File: src/rtl/divider_pkg.sv
// Shared types and constants for the sequential divider.
package divider_pkg;

    typedef enum logic [1:0] {
        IDLE   = 2'd0,
        CALC   = 2'd1,
        FINISH = 2'd2
    } state_t;

    localparam int unsigned DIV_RESTORING    = 0;
    localparam int unsigned DIV_NONRESTORING = 1;
    localparam int unsigned DIV_RADIX4       = 2;

    // Number of CALC cycles: radix-4 retires two quotient bits per cycle.
    function automatic int unsigned calc_iter(input int unsigned width, input int unsigned div_type);
        return (div_type == DIV_RADIX4) ? width / 2 : width;
    endfunction

endpackage

File: src/rtl/divider_addsub.sv
// Add/subtract unit with carry out; carry-lookahead (4-bit groups) or ripple carry.
module divider_addsub #(
    parameter int unsigned WIDTH   = 33,
    parameter bit          USE_CLA = 1'b1
) (
    input  logic [WIDTH-1:0] a,
    input  logic [WIDTH-1:0] b,
    input  logic             sub,
    output logic [WIDTH-1:0] sum,
    output logic             cout
);

    logic [WIDTH-1:0] bx;
    logic [WIDTH-1:0] g;
    logic [WIDTH-1:0] p;
    logic [WIDTH:0]   c;

    assign bx = b ^ {WIDTH{sub}};
    assign g  = a & bx;
    assign p  = a ^ bx;

    generate
        if (USE_CLA) begin : g_cla
            // Each carry inside a 4-bit group is a flat generate/propagate product of the group carry-in.
            always_comb begin
                logic t;
                logic pp;
                t    = 1'b0;
                pp   = 1'b1;
                c    = '0;
                c[0] = sub;
                for (int gb = 0; gb < int'(WIDTH); gb += 4) begin
                    for (int j = 0; j < 4; j++) begin
                        if (gb + j < int'(WIDTH)) begin
                            t  = 1'b0;
                            pp = 1'b1;
                            for (int k = j; k >= 0; k--) begin
                                t  = t | (g[gb+k] & pp);
                                pp = pp & p[gb+k];
                            end
                            c[gb+j+1] = t | (pp & c[gb]);
                        end
                    end
                end
            end
        end else begin : g_rca
            // Plain ripple chain.
            always_comb begin
                c    = '0;
                c[0] = sub;
                for (int i = 0; i < int'(WIDTH); i++) begin
                    c[i+1] = g[i] | (p[i] & c[i]);
                end
            end
        end
    endgenerate

    assign sum  = p ^ c[WIDTH-1:0];
    assign cout = c[WIDTH];

endmodule

File: src/rtl/divider_unit.sv
// Sequential signed/unsigned integer divider (restoring, non-restoring or radix-4).
// Optional feature macro: DIVIDER_DBZ_EN (early divide-by-zero completion).
module divider_unit
    import divider_pkg::*;
#(
    parameter int unsigned C_WIDTH  = 32,
    parameter int unsigned DIV_TYPE = 0,
    parameter bit          USE_CLA  = 1'b1
) (
    input  logic               ctl_clk,
    input  logic               reset,
    input  logic [C_WIDTH-1:0] a,
    input  logic [C_WIDTH-1:0] b,
    input  logic               signed_cal,
    input  logic               trigger,
    output logic [C_WIDTH-1:0] q,
    output logic [C_WIDTH-1:0] r,
    output logic               ready,
    output logic               done
);

    localparam int unsigned W    = C_WIDTH;
    localparam int unsigned PW   = (DIV_TYPE == DIV_RADIX4) ? C_WIDTH + 2 : C_WIDTH + 1;
    localparam int unsigned ITER = calc_iter(C_WIDTH, DIV_TYPE);
    localparam int unsigned CW   = $clog2(ITER);

    state_t          state;
    logic [CW-1:0]   cnt;
    logic [W-1:0]    quo;
    logic [W-1:0]    dvsr;
    logic [PW-1:0]   prem;
    logic            q_neg;
    logic            r_neg;
`ifdef DIVIDER_DBZ_EN
    logic            dbz;
`endif

    logic            a_neg;
    logic            b_neg;
    logic [W-1:0]    a_mag;
    logic [W-1:0]    b_mag;
    logic [PW-1:0]   prem_nxt;
    logic [W-1:0]    quo_nxt;
    logic [W-1:0]    rem_fin;
    logic [W-1:0]    q_fin;
    logic [W-1:0]    r_fin;
    logic [PW-1:W]   prem_hi_unused;

    assign prem_hi_unused = prem[PW-1:W];

    // Operand magnitudes at capture.
    assign a_neg = signed_cal & a[W-1];
    assign b_neg = signed_cal & b[W-1];
    assign a_mag = a_neg ? W'(-a) : a;
    assign b_mag = b_neg ? W'(-b) : b;

    generate
        if (DIV_TYPE == DIV_RADIX4) begin : g_r4
            logic [PW-1:0] shifted;
            logic [PW-1:0] d1, d2, d3;
            logic [PW-1:0] s1, s2, s3;
            logic          c1, c2, c3;

            assign shifted = {prem[PW-3:0], quo[W-1 -: 2]};
            assign d1      = {2'b00, dvsr};
            assign d2      = {1'b0, dvsr, 1'b0};
            assign d3      = d1 + d2;

            divider_addsub #(.WIDTH(PW), .USE_CLA(USE_CLA)) u_as1 (.a(shifted), .b(d1), .sub(1'b1), .sum(s1), .cout(c1));
            divider_addsub #(.WIDTH(PW), .USE_CLA(USE_CLA)) u_as2 (.a(shifted), .b(d2), .sub(1'b1), .sum(s2), .cout(c2));
            divider_addsub #(.WIDTH(PW), .USE_CLA(USE_CLA)) u_as3 (.a(shifted), .b(d3), .sub(1'b1), .sum(s3), .cout(c3));

            // Pick the largest trial multiple that does not borrow.
            always_comb begin
                prem_nxt = shifted;
                quo_nxt  = {quo[W-3:0], 2'b00};
                if (c3) begin
                    prem_nxt = s3;
                    quo_nxt  = {quo[W-3:0], 2'b11};
                end else if (c2) begin
                    prem_nxt = s2;
                    quo_nxt  = {quo[W-3:0], 2'b10};
                end else if (c1) begin
                    prem_nxt = s1;
                    quo_nxt  = {quo[W-3:0], 2'b01};
                end
            end
            assign rem_fin = prem[W-1:0];
        end else if (DIV_TYPE == DIV_NONRESTORING) begin : g_nr
            logic [PW-1:0] shifted;
            logic [PW-1:0] op_a;
            logic [PW-1:0] sum;
            logic          sub;
            logic          fin;
            logic          cout_unused;

            // The single adder also performs the final negative-remainder correction in FINISH.
            assign fin     = (state == FINISH);
            assign shifted = {prem[PW-2:0], quo[W-1]};
            assign op_a    = fin ? prem : shifted;
            assign sub     = fin ? 1'b0 : ~prem[PW-1];

            divider_addsub #(.WIDTH(PW), .USE_CLA(USE_CLA)) u_as (.a(op_a), .b({1'b0, dvsr}), .sub(sub), .sum(sum), .cout(cout_unused));

            assign prem_nxt = sum;
            assign quo_nxt  = {quo[W-2:0], ~sum[PW-1]};
            assign rem_fin  = prem[PW-1] ? sum[W-1:0] : prem[W-1:0];
        end else begin : g_rs
            logic [PW-1:0] shifted;
            logic [PW-1:0] sum;
            logic          cout;

            assign shifted = {prem[PW-2:0], quo[W-1]};

            divider_addsub #(.WIDTH(PW), .USE_CLA(USE_CLA)) u_as (.a(shifted), .b({1'b0, dvsr}), .sub(1'b1), .sum(sum), .cout(cout));

            // No borrow means the trial subtraction is kept.
            assign prem_nxt = cout ? sum : shifted;
            assign quo_nxt  = {quo[W-2:0], cout};
            assign rem_fin  = prem[W-1:0];
        end
    endgenerate

    // Sign fix-up of the final magnitudes.
    always_comb begin
        q_fin = q_neg ? W'(-quo) : quo;
        r_fin = r_neg ? W'(-rem_fin) : rem_fin;
`ifdef DIVIDER_DBZ_EN
        if (dbz) begin
            q_fin = '1;
            r_fin = quo;
        end
`endif
    end

    // Control FSM and datapath registers.
    always_ff @(posedge ctl_clk or negedge reset) begin
        if (!reset) begin
            state <= IDLE;
            cnt   <= '0;
            quo   <= '0;
            dvsr  <= '0;
            prem  <= '0;
            q_neg <= 1'b0;
            r_neg <= 1'b0;
            q     <= '0;
            r     <= '0;
            ready <= 1'b1;
            done  <= 1'b0;
`ifdef DIVIDER_DBZ_EN
            dbz   <= 1'b0;
`endif
        end else begin
            done <= 1'b0;
            case (state)
                IDLE: begin
                    if (trigger) begin
                        ready <= 1'b0;
                        dvsr  <= b_mag;
                        quo   <= a_mag;
                        prem  <= '0;
                        q_neg <= a_neg ^ b_neg;
                        r_neg <= a_neg;
                        cnt   <= CW'(ITER - 1);
                        state <= CALC;
`ifdef DIVIDER_DBZ_EN
                        dbz   <= (b == '0);
                        if (b == '0) begin
                            quo   <= a;
                            state <= FINISH;
                        end
`endif
                    end
                end
                CALC: begin
                    prem <= prem_nxt;
                    quo  <= quo_nxt;
                    if (cnt == '0) begin
                        state <= FINISH;
                    end else begin
                        cnt <= cnt - CW'(1);
                    end
                end
                FINISH: begin
                    q     <= q_fin;
                    r     <= r_fin;
                    done  <= 1'b1;
                    ready <= 1'b1;
                    state <= IDLE;
                end
                default: state <= IDLE;
            endcase
        end
    end

endmodule

File: config.mk
export PLATFORM = sky130hd
export DESIGN_NAME = divider_unit
export DESIGN_NICKNAME = d
export VERILOG_FILES = /design/src/rtl/divider_pkg.sv /design/src/rtl/divider_addsub.sv /design/src/rtl/divider_unit.sv
export SDC_FILE = /design/constraint.sdc
export NUM_CORES = 1
export LEC_CHECK = 0
export BUFFER_PORTS_ARGS = -buffer_cell sky130_fd_sc_hd__buf_2
export CORE_MARGIN = 2
export CORE_UTILIZATION = 60
export CTS_CLUSTER_SIZE = 30
export DETAILED_ROUTE_END_ITERATION = 16
export GPL_TIMING_DRIVEN = 1
export PLACE_DENSITY = 0.9
export SETUP_SLACK_MARGIN = 0.2
export SYNTH_ARGS = -nofsm -noshare
export SYNTH_HDL_FRONTEND = slang
export SYNTH_SLANG_ARGS = --single-unit
File: constraint.sdc
create_clock -name ctl_clk -period 4.49 [get_ports ctl_clk]
set_clock_uncertainty 0.15 [all_clocks]
set_input_delay 0.2245 -clock ctl_clk [delete_from_list [all_inputs] [get_ports ctl_clk]]
set_output_delay 0.2245 -clock ctl_clk [all_outputs]
set_load 0.05 [all_outputs]
==> results.json <==
{
  "status": "complete, no violations",
  "dp_hpwl_um": 20000,
  "wl_per_cell_um": 18.6,
  "filler_cell_count": 1193,
  "cts_resized": 0,
  "setup_viol": 0,
  "ant_nets": 0,
  "reg2reg_depth": 10,
  "design_area_sq_um": 12500,
  "post_cts_buffers": 0,
  "fin_hold_ws_ns": 0.00289,
  "rsz0062_at_grt": "false",
  "synth_top_cell_area_share_pct": 39.8,
  "yosysSeqAreaShare_pct": 40.1,
  "synth_area_leaders": "dfrtp_1 (40%), o21ai_0 (8.0%), xor2_1 (7.5%)",
  "die_w_um": 137,
  "portBuffers": 133,
  "period_needed_ns": 3.81,
  "htree_levels": 4,
  "grt_util_met2_pct": 49.3,
  "synthesis.nets": 1327,
  "cts_sinks": 171,
  "io_pins": 134,
  "crit_buf_inv": 1,
  "leakagePower_nw": 5.58,
  "drc": 0,
  "finish.net_count": 1466,
  "cap_violations": 0,
  "path_class": "reg -> reg",
  "setup_tns_ns": 0,
  "grt_pass1_wl_um": 47600,
  "core.rowCount": 48,
  "ys_types": 57,
  "hold_depth": 3,
  "slew_headroom_pct": 27.1,
  "cp.depth": 10,
  "ys_ff_latch": 171,
  "ys_warn_count": 0,
  "crit_family": "compound AO/OA/AOI/OAI gates",
  "cp-end-kind": "register",
  "cts_tree": "yes",
  "synth_top_cell_by_area": "dfrtp_1",
  "use_met1_pct": 44.6,
  "synth_cells": 1213,
  "synth_top_cells_by_count": "o21ai_0 (171), dfrtp_1 (170), nand2_1 (164)",
  "critPathLaunchType": "register",
  "avgSynthCellArea_sq_um": 8.80,
  "syn_area_sq_um": 10700,
  "post_drt_via_cell_ratio": 6.30,
  "fin_crit_sh_pct": 84.8,
  "cts_hold_buf": 40,
  "cts.path.max_buffers": 2,
  "clkTransAtPathRegs_ns": 0.07,
  "drive_gt1_share_pct": 14.1,
  "firstDrtPassIters": 6,
  "crit_fanout": 12,
  "dieArea_sq_um": 18900,
  "p_per_area_nw_per_um2": 834,
  "num_vias": 10000,
  "busiest_layer": "met2",
  "synth_most_common_cell": "o21ai_0",
  "ir_worst_vdd_mv": 0.496,
  "placed_area_sq_um": 11500,
  "core-area_sq_um": 17400,
  "cts-root-buf": "clkbuf_16",
  "cp.arrival_ns": 3.98,
  "drtIter0Drc": 1158,
  "insertion_delay_ns": 0.45,
  "fmaxAchievable_mhz": 263,
  "grt_use_met3_pct": 7.25,
  "grt_pass1_vias": 9477,
  "routabilityCongestion": 0.923,
  "crit_top_cell": "o21ai_0",
  "grt_max_degree": 130,
  "worst_slew_pin_slew_ns": 1.09,
  "min_path_type": "in -> reg",
  "cts_buffers": 17,
  "die_height_um": 137,
  "final_hold_viol_count": 0,
  "antenna_found_initial": 2,
  "async_reset_ff_share_pct": 100,
  "wl_um": 29600,
  "synth_flop_cell": "dfrtp_1",
  "grt_use_total_pct": 32.4,
  "area_growth_pct": 17.2,
  "grt-ovfl-total": 0,
  "slowest_delay_ns": 0.55,
  "cp.required_ns": 4.67,
  "finalMaxSlewViolations": 0,
  "crit_chain": "ha_1, a21oi_1, o21ai_0, a221oi_1, o21a_1, o21ai_0, o21bai_1, buf_4, nand2_1, a221o_1",
  "multi_input_comb_area_sq_um": 5940,
  "synth-edff-count": 0,
  "initial_core_util_pct": 61.5,
  "critPathSlowestCell": "a221oi_1",
  "seq_area_sq_um": 4280
}
routing by layer:
metal,routed length [um],share of wire (%)
met3,3160,11
met4,886,3.0
met2,13400,45
met1,12200,41
met5,0,0
worst paths after layout:
kind | startpoint | to | slack, ns
max | prem[16] | prem[22] | 0.68
min | b[6] | dvsr[6] | 0.003
max reg2reg | prem[16] | prem[22] | 0.68
min reg2reg | r[26] | r[26] | 0.32
max in group asynchronous | reset | r[25] | 3.01
min in group asynchronous | reset | quo[16] | 0.20
area by class of cell:
type,instances,share of cell area (%)
diodes,2,0.0400
clock buffers,18,3.43
clock inverters,14,1.49
inverters,61,1.83
multi-input cells,919,47.5
flip-flops and latches,171,34.2
well taps,225,2.25
repair buffers,182,9.21
sequential cells by signal, summed over array words and instances, names as in the netlist:
name   count
q_neg      1
ready      1
q         32
r_neg      1
prem      32
quo       32
done       1
cnt        5
r         32
dvsr      32
state      2
per-stage QoR:
step	instances	power [mW]	util, %	worst slack, ns
CTS	1590	10.3	72.0	0.843
floorplan	1213	7.07	-	1.45
global placement	1518	8.25	66.2	1.10
global route	1592	11.1	72.1	0.521
finish	1592	10.4	72.1	0.684
detailed placement	1518	8.60	66.2	0.886
worst min-delay path, delay by kind of cell:
kind                   cells  cell delay (ns)
AO/OA/AOI/OAI              1             0.14
buffers and inverters      1             0.12
XOR/XNOR                   1             0.07
power by group:
| part | switching, mW | internal [mW] |
|---|---|---|
| logic | 3.49 | 2.29 |
| clock network | 0.672 | 0.892 |
| registers | 0.887 | 2.20 |
logic make-up (layout without fill, tap and decap cells):
logic type	after synthesis	in the layout	synth area share (%)
fa+ha+maj	46	46	5.88
simple gates	353	353	15.8
other cells	0	2	0
compound gates	374	374	21.9
buf+inv	123	275	4.32
xor+xnor	143	143	11.7
mux	3	3	0.281
flops	171	171	40.1
cells in the final DEF (no fill, tap or decap), types with 6 or more instances in the layout:
master         synthesis  routed
a21o_1                 7       7
a21oi_1               54      54
a221o_1               21      21
a22oi_1               30      30
a31oi_1                9       9
and2_1                16      16
buf_2                  0     132
buf_4                  0       8
clkbuf_16              0      17
dfrtp_1              170     170
dlygate4sd3_1          0      40
fa_1                   7       7
ha_1                  39      39
inv_1                 61      61
nand2_1              164     163
nand3_1               30      30
nor2_1                52      52
nor2b_1               10      10
nor3_1                20      20
nor4_1                 9       9
o21ai_0              171     171
o311ai_0               6       6
o31ai_1               21      21
o41ai_1               18      18
or3_1                  9       9
or4_1                 12      12
xnor2_1               51      51
xor2_1                92      92
No activity file was read; power rests on OpenSTA's default activity.
